$ cat src/rtl/regfile_mp.sv
// Multi-port integer register file with a per-register pending-write scoreboard.
// Reads are combinational; writes, issues and flushes take effect on the rising edge.
module regfile_mp #(
    parameter int XLEN   = 64,
    parameter int NREGS  = 32,
    parameter int NREAD  = 2,
    parameter int BYPASS = 1,
    localparam int AW    = $clog2(NREGS)
) (
    input  logic                  clk,
    input  logic                  rst_n,
    input  logic [NREAD*AW-1:0]   rd_addr,
    output logic [NREAD*XLEN-1:0] rd_data,
    output logic [NREAD-1:0]      rd_busy,
    input  logic                  wr_en,
    input  logic [AW-1:0]         wr_addr,
    input  logic [XLEN-1:0]       wr_data,
    input  logic                  iss_en,
    input  logic [AW-1:0]         iss_addr,
    input  logic                  flush,
    output logic [AW:0]           busy_cnt
);

    logic [XLEN-1:0]  regs [NREGS];
    logic [NREGS-1:0] busy;
    logic [NREGS-1:0] busy_next;

    function automatic logic [AW:0] popcount(input logic [NREGS-1:0] v);
        logic [AW:0] c;
        c = '0;
        for (int i = 0; i < NREGS; i++) begin
            c = c + {{AW{1'b0}}, v[i]};
        end
        return c;
    endfunction

    // Issue is applied after writeback so a new producer wins over a retiring one.
    always_comb begin
        busy_next = busy;
        if (flush) begin
            busy_next = '0;
        end else begin
            if (wr_en && (wr_addr != '0)) begin
                busy_next[wr_addr] = 1'b0;
            end
            if (iss_en && (iss_addr != '0)) begin
                busy_next[iss_addr] = 1'b1;
            end
        end
        busy_next[0] = 1'b0;
    end

    always_ff @(posedge clk or negedge rst_n) begin
        if (!rst_n) begin
            busy     <= '0;
            busy_cnt <= '0;
        end else begin
            busy     <= busy_next;
            busy_cnt <= popcount(busy_next);
        end
    end

    always_ff @(posedge clk or negedge rst_n) begin
        if (!rst_n) begin
            for (int r = 0; r < NREGS; r++) begin
                regs[r] <= '0;
            end
        end else if (wr_en && (wr_addr != '0)) begin
            regs[wr_addr] <= wr_data;
        end
    end

    // Bypass is gated by rst_n so outputs read zero for as long as reset is held.
    always_comb begin
        rd_data = '0;
        rd_busy = '0;
        for (int i = 0; i < NREAD; i++) begin
            if (rd_addr[i*AW +: AW] != '0) begin
                if ((BYPASS != 0) && wr_en && rst_n && (wr_addr == rd_addr[i*AW +: AW])) begin
                    rd_data[i*XLEN +: XLEN] = wr_data;
                    rd_busy[i]              = 1'b0;
                end else begin
                    rd_data[i*XLEN +: XLEN] = regs[rd_addr[i*AW +: AW]];
                    rd_busy[i]              = busy[rd_addr[i*AW +: AW]];
                end
            end
        end
    end

endmodule

$ cat config.mk
export PLATFORM = sky130hd
export DESIGN_NAME = regfile_mp
export DESIGN_NICKNAME = d
export VERILOG_FILES = /design/src/rtl/regfile_mp.sv
export SDC_FILE = /design/constraint.sdc
export NUM_CORES = 2
export LEC_CHECK = 0
export ABC_CLOCK_PERIOD_IN_PS = 11100
export BUFFER_PORTS_ARGS = -buffer_cell sky130_fd_sc_hd__buf_4
export CAP_MARGIN = 20
export CORE_MARGIN = 2
export CORE_UTILIZATION = 55
export CTS_BUF_LIST = sky130_fd_sc_hd__clkbuf_8
export DETAILED_ROUTE_END_ITERATION = 12
export PLACE_DENSITY_LB_ADDON = 0.1
export SYNTH_ARGS = -nofsm -noshare
export SYNTH_HDL_FRONTEND = slang
export SYNTH_SLANG_ARGS = --single-unit
$ cat constraint.sdc
create_clock -name clk -period 11.1 [get_ports clk]
set_input_delay 1.665 -clock clk [delete_from_list [all_inputs] [get_ports clk]]
set_output_delay 1.665 -clock clk [all_outputs]
set_load 0.02 [all_outputs]
Yosys cells after proc, flatten, opt, wreduce, memory -nomap -nowiden
Index checks and enable logic that the tools add are counted.

Flip-flop bits (word level): 2085. Bits in latches: 0. Memory bits (writable): 0. Memory bits (read-only): 0. Bits of input ports: 89. Output and inout bits: 136. Word-level logic and storage cells: 123. Memories kept: 0.

Add/sub/neg operators: 30. $mul: 0. Div/mod/pow operators: 0. $lt $le $gt $ge: 10. Equality and inequality tests: 2. Shift-type cells: 0. Multiplexer cells: 29. Bitwise operators: 6. Reduce and logical (&&, ||, !) cells: 12.

Operators by type and width (number): bitwise mux 2048 bit (1); binary-select mux 64 bit (select 5 bit) (2); 2-to-1 mux 64 bit (9); demux 64 bit (select 5 bit) (1); adder 6 x 1 -> 6 bit (25); 2-to-1 mux 32 bit (4); AND 32 bit (1); NOT 32 bit (1); bitwise OR 32 bit (1); less-than comparator 5 x 6 -> 1 bit, second input constant (4); nonzero test 5 bit (4); >= comparator 6 bit, second input constant (3); NOT 5 -> 6 bit (3); binary-select mux 1 bit (select 5 bit) (2); demux 1 bit (select 5 bit) (2); == test 5 bit (2); >= comparator 5 x 1 -> 1 bit, second input constant (2); logical AND 1 bit (8); 2-to-1 mux 1 bit (8); adder 5 x 1 -> 6 bit (1); less-than comparator 6 x 1 -> 1 bit, second input constant (1); adder 4 x 1 -> 5 bit (1); adder 3 x 1 -> 4 bit (1); adder 2 x 1 -> 3 bit (1); adder 1 x 1 -> 2 bit (1).

Depth between registers and ports, before layout
Depth in word-level cells: 41. Gate-level depth with buffers: 23. Gate-level depth less buffers: 20.

Least setup slack after synthesis
OpenSTA, ideal clock, no wires.

Kind: input to register. From: in wr_addr[2]. To: reg busy_cnt[4]. Library setup time: 80 ps. Arrival time: 7227 ps. Required time: 11020 ps. Setup slack: 3793 ps. Stages on the path: 19. Path buffers: 3. Cells stage by stage: buf_2 nor3b_1 nand2_1 clkbuf_1 clkbuf_1 nand2_1 a21o_1 fa_1 fa_1 fa_1 fa_1 fa_1 inv_1 fa_1 fa_1 fa_1 a21o_1 a21oi_1 xnor2_1.

Longest elaborated chain between the ends: 41. Elaborated cells on any way between the ends: 44. Those cells by class: add/sub (30); order compare (2); mux (6); bitwise (3); reduce/logical (3).

Ends and longest elaborated chain: start: declaration (RTL line 16) `input logic [AW-1:0] wr_addr,`; less-than comparator 5 x 6 -> 1 bit (implied by the code) / >= comparator 5 x 1 -> 1 bit (equally long branches) (RTL line 44) `busy_next[wr_addr] = 1'b0;`; logical AND 1 bit (implied by the code) (RTL line 44); 2-to-1 mux 1 bit (implied by the code) (RTL line 44); demux 1 bit (select 5 bit) (RTL line 44); NOT 32 bit (no source line); AND 32 bit (no source line); 2-to-1 mux 32 bit * (RTL line 43) `if (wr_en && (wr_addr != '0)) begin`; 2-to-1 mux 32 bit * (RTL line 40) `if (flush) begin`; (+2 left out); 2-to-1 mux 32 bit * (RTL line 40); adder 1 x 1 -> 2 bit (RTL line 32) `c = c + {{AW{1'b0}}, v[i]};`; adder 2 x 1 -> 3 bit (RTL line 32); adder 3 x 1 -> 4 bit (RTL line 32); adder 4 x 1 -> 5 bit (RTL line 32); adder 5 x 1 -> 6 bit (RTL line 32); adder 6 x 1 -> 6 bit (24 in series) (RTL line 32); adder 6 x 1 -> 6 bit * (RTL line 32); end signal: assignment (RTL line 59) `busy_cnt <= popcount(busy_next);`; end: declaration (RTL line 21) `output logic [AW:0] busy_cnt`.

Every way passes the cells marked *; elsewhere a longest branch is shown, timed or not. The select of a mux whose other input is x is not followed. A chain may end at the register's enable or synchronous reset.

Worst setup path after layout
From: in rd_addr[7]. To: out rd_data[72].

Longest elaborated chain between the ends: 6. Elaborated cells on any way between the ends: 9. Those cells by class: eq/ne (1); mux (5); bitwise (1); reduce/logical (2).

Ends and longest elaborated chain: start: declaration (RTL line 12) `input logic [NREAD*AW-1:0] rd_addr,`; NOT 5 -> 6 bit (implied by the code) (RTL line 83) `rd_data[i*XLEN +: XLEN] = regs[rd_addr[i*AW +: AW]];`; binary-select mux 64 bit (select 5 bit) (RTL line 83); 2-to-1 mux 64 bit (implied by the code) (2 in series) (RTL line 83); 2-to-1 mux 64 bit (RTL line 79) `if ((BYPASS != 0) && wr_en && rst_n && (wr_addr == rd_addr[i*AW +: AW])) begin`; 2-to-1 mux 64 bit * (RTL line 78) `if (rd_addr[i*AW +: AW] != '0) begin`; end: declaration (RTL line 13) `output logic [NREAD*XLEN-1:0] rd_data,`.

Marks and branches as above.

==> results.toml <==
[yosys]
synth_cells = 7318
ys_types = 54
ys_seq_area_frac = 0.471
yosys.area.top_type = "dfrtp_1"
ys_async_sr_fraction = 1.00
syn_area_um2 = 111000
ys.flop_type = "dfrtp_1"
netlist.area_leader.share = 0.471
ys_seq_elements = 2085
yosys_warnings = 0
synth_area_leaders = "dfrtp_1 (47%), mux4_2 (21%), mux2_2 (20%)"
synth_fp_nets = 7437
synth_edf_count = 0
syn_area_per_cell_um2 = 15.1

[timing]
min_period_ns = 7.36
final_max_slew_viol_count = 0
rsz0062_at_grt = "false"
slew_headroom = 0.220
hold_viol = 0
finalClockSkew_ns = 0.0272
final.setup.tns_ns = 0
layout_setup_ws_ns = 3.74
setup_viol = 0
tightestPinTransition_ns = 1.17
period_share = 0.663
fmax_ghz = 0.136

[finish]
nFillCells = 15300
layout_common_cells = "dfrtp_1 (2085), mux2_2 (1994), mux4_2 (1034)"
drive_gt1_frac = 0.533
synthToLayoutAreaGrowth_pct = 9.32
final_common_cell = "dfrtp_1"
fin_nets = 7312
final_util = 0.605

[die]
die_x_um = 453
initial_core_util = 0.554
core_um2 = 200000
die_h_um = 453
dieArea_um2 = 205000
boundaryPins = 225
fp-row-count = 164

[grt]
grt_overflow_total = 0
grt_pass1_wl_um = 517000
grt_max_degree = 173
gr-usage-all-layers = 0.348
antenna_found_initial = 17
grt_pass1_vias = 74500

[critical_path]
path_buf_inv = 4
cp_cell_sequence = "clkbuf_8, buf_4, xnor2_1, nand4_1, or2_2, nor2_4, buf_4, a22o_1, buf_4"
cp_common_cell = "buf_4"
crit_required_ns = 9.44
startpoint_type = "input pin"
max_stage_delay_ns = 0.79
r2r_slack_ns = 5.87
path_delay_family = "buffers and inverters"
r2r-start = "busy[24]"
r2r.worst_path.cells = 14
timing.critical_path.to = "rd_data[72]"
rr_endpoint = "busy_cnt[4]"
worst_setup_path_end_kind = "output pin"
cp_slowest_cell = "buf_4"
crit_fanout = 37
critPathKind = "in2out"
critical_path_depth = 9
crit_start = "rd_addr[7]"
cp.arrival_ns = 5.70

[power_and_ir_drop]
swShare = 0.282
total_power_uw = 21700
p_int_uw = 15600
leakage_uw = 0.0530
cellPowerDensity_nw_per_um2 = 179
power_frac_clock = 0.328
switching_power_uw = 6120
vdd_drop_max_mv = 0.154
sequentialPowerShare = 0.463
p_comb_frac = 0.209

[route]
drtIter0Drc = 7047
drc = 0
avgViaCountPerCell = 7.02
wl_met2_um = 169000
firstDrtPassIters = 8
antenna_left = 0
avgRoutedWirePerCell_um = 34.9
vias = 71100
top_layer_used = "met5"
drt-total-wl_um = 354000
wl_met1_um = 139000
wl_met3_um = 28600

[cts]
postCtsSetupRepairBufs = 0
cts_tree = "built"
cts_num_sinks = 2085
cts_hold_buf = 0
cts_resized = 0
clk-insertion-delay-late_ns = 1.08
cts-buffers-inserted = 376
clk_path_buf_depth = 4
cts_htree_levels = 5
path_clk_slew_ns = 0.05
root_buffer = "clkbuf_8"

[place]
io_buffers = 224
post-dp-hpwl_um = 184000
post-place-ws_ns = 2.76
place_congestion = 0.826

[flow_run]
drv_cap = 0

[outcome]
status = "finished, final reports clean"

[worst_hold_path]
hold_class = "reg2reg"
==> metrics by stage <==
step	area, um2	hold slack, ns	instances
after global routing	121000	0.408	10100
after detailed placement	114000	0.382	9468
after global placement	114000	0.377	9468
after CTS	121000	0.395	10100
after floorplan	111000	0.441	7318
final	121000	0.390	10100
==> sequential cells by signal (all words and copies together), names as in the netlist <==
signal,flops
regs,2048
busy,31
busy_cnt,6
==> power groups by stage <==
stage,Sequential (uW),Combinational (uW),Clock [uW]
2_1_floorplan,9780,3470,0
3_3_place_gp,9990,4420,0
3_5_place_dp,10100,4530,0
4_1_cts,9980,4540,7230
5_1_grt,10200,4820,7590
6_report,10000,4520,7120
==> worst min path at each step <==
stage	endpoint	slack (ns)	cells after the start	startpoint
after floorplan	regs[1984]	0.44	1	regs[1984]
after global placement	regs[2027]	0.38	0	regs[2027]
after detailed placement	regs[2037]	0.38	0	regs[2037]
after CTS	regs[2042]	0.40	0	regs[2042]
after global routing	regs[2011]	0.41	0	regs[2011]
final	regs[2016]	0.39	0	regs[2016]
==> layer usage <==
metal	global-route usage	vias up
met1	0.463	38600
met4	0.161	16
met3	0.0729	890
met2	0.553	3332
met5	0	-
li1	-	28200
==> cell type report <==
cell class | count | area, um2 | share of cell area
multi-input cells | 4324 | 54900 | 0.454
well taps | 2656 | 3320 | 0.0275
clock buffers | 478 | 6580 | 0.0544
inverters | 38 | 143 | 0.00118
clock inverters | 174 | 727 | 0.00601
flip-flops and latches | 2085 | 52200 | 0.431
diodes | 6 | 15.0 | 0.000124
repair buffers | 368 | 3090 | 0.0255
==> cells by family after synthesis <==
logic type / Yosys count / share of synthesized area
fa+ha+maj: 30 / 0.00495
mux: 3133 / 0.423
simple gates: 386 / 0.0159
buf+inv: 909 / 0.0353
xor+xnor: 13 / 0.00103
compound gates: 762 / 0.0487
flops: 2085 / 0.471
==> Yosys cell counts, types with 10 or more instances <==
| cell | instances |
|---|---|
| xnor2_1 | 12 |
| nor3b_1 | 10 |
| nand2_1 | 164 |
| a22oi_1 | 356 |
| buf_1 | 37 |
| mux2i_1 | 105 |
| a21oi_1 | 32 |
| o21ai_0 | 87 |
| mux4_2 | 1034 |
| mux2_2 | 1994 |
| a22o_1 | 64 |
| buf_2 | 273 |
| fa_1 | 23 |
| dfrtp_1 | 2085 |
| clkbuf_1 | 521 |
| o22ai_1 | 111 |
| nor2_1 | 80 |
| a211oi_1 | 64 |
| buf_4 | 37 |
| a21o_1 | 25 |
| nand3_1 | 70 |
| inv_1 | 38 |
| nor2b_1 | 12 |
| nor3_1 | 10 |
Note: power is estimated with default switching activity, not from simulation.
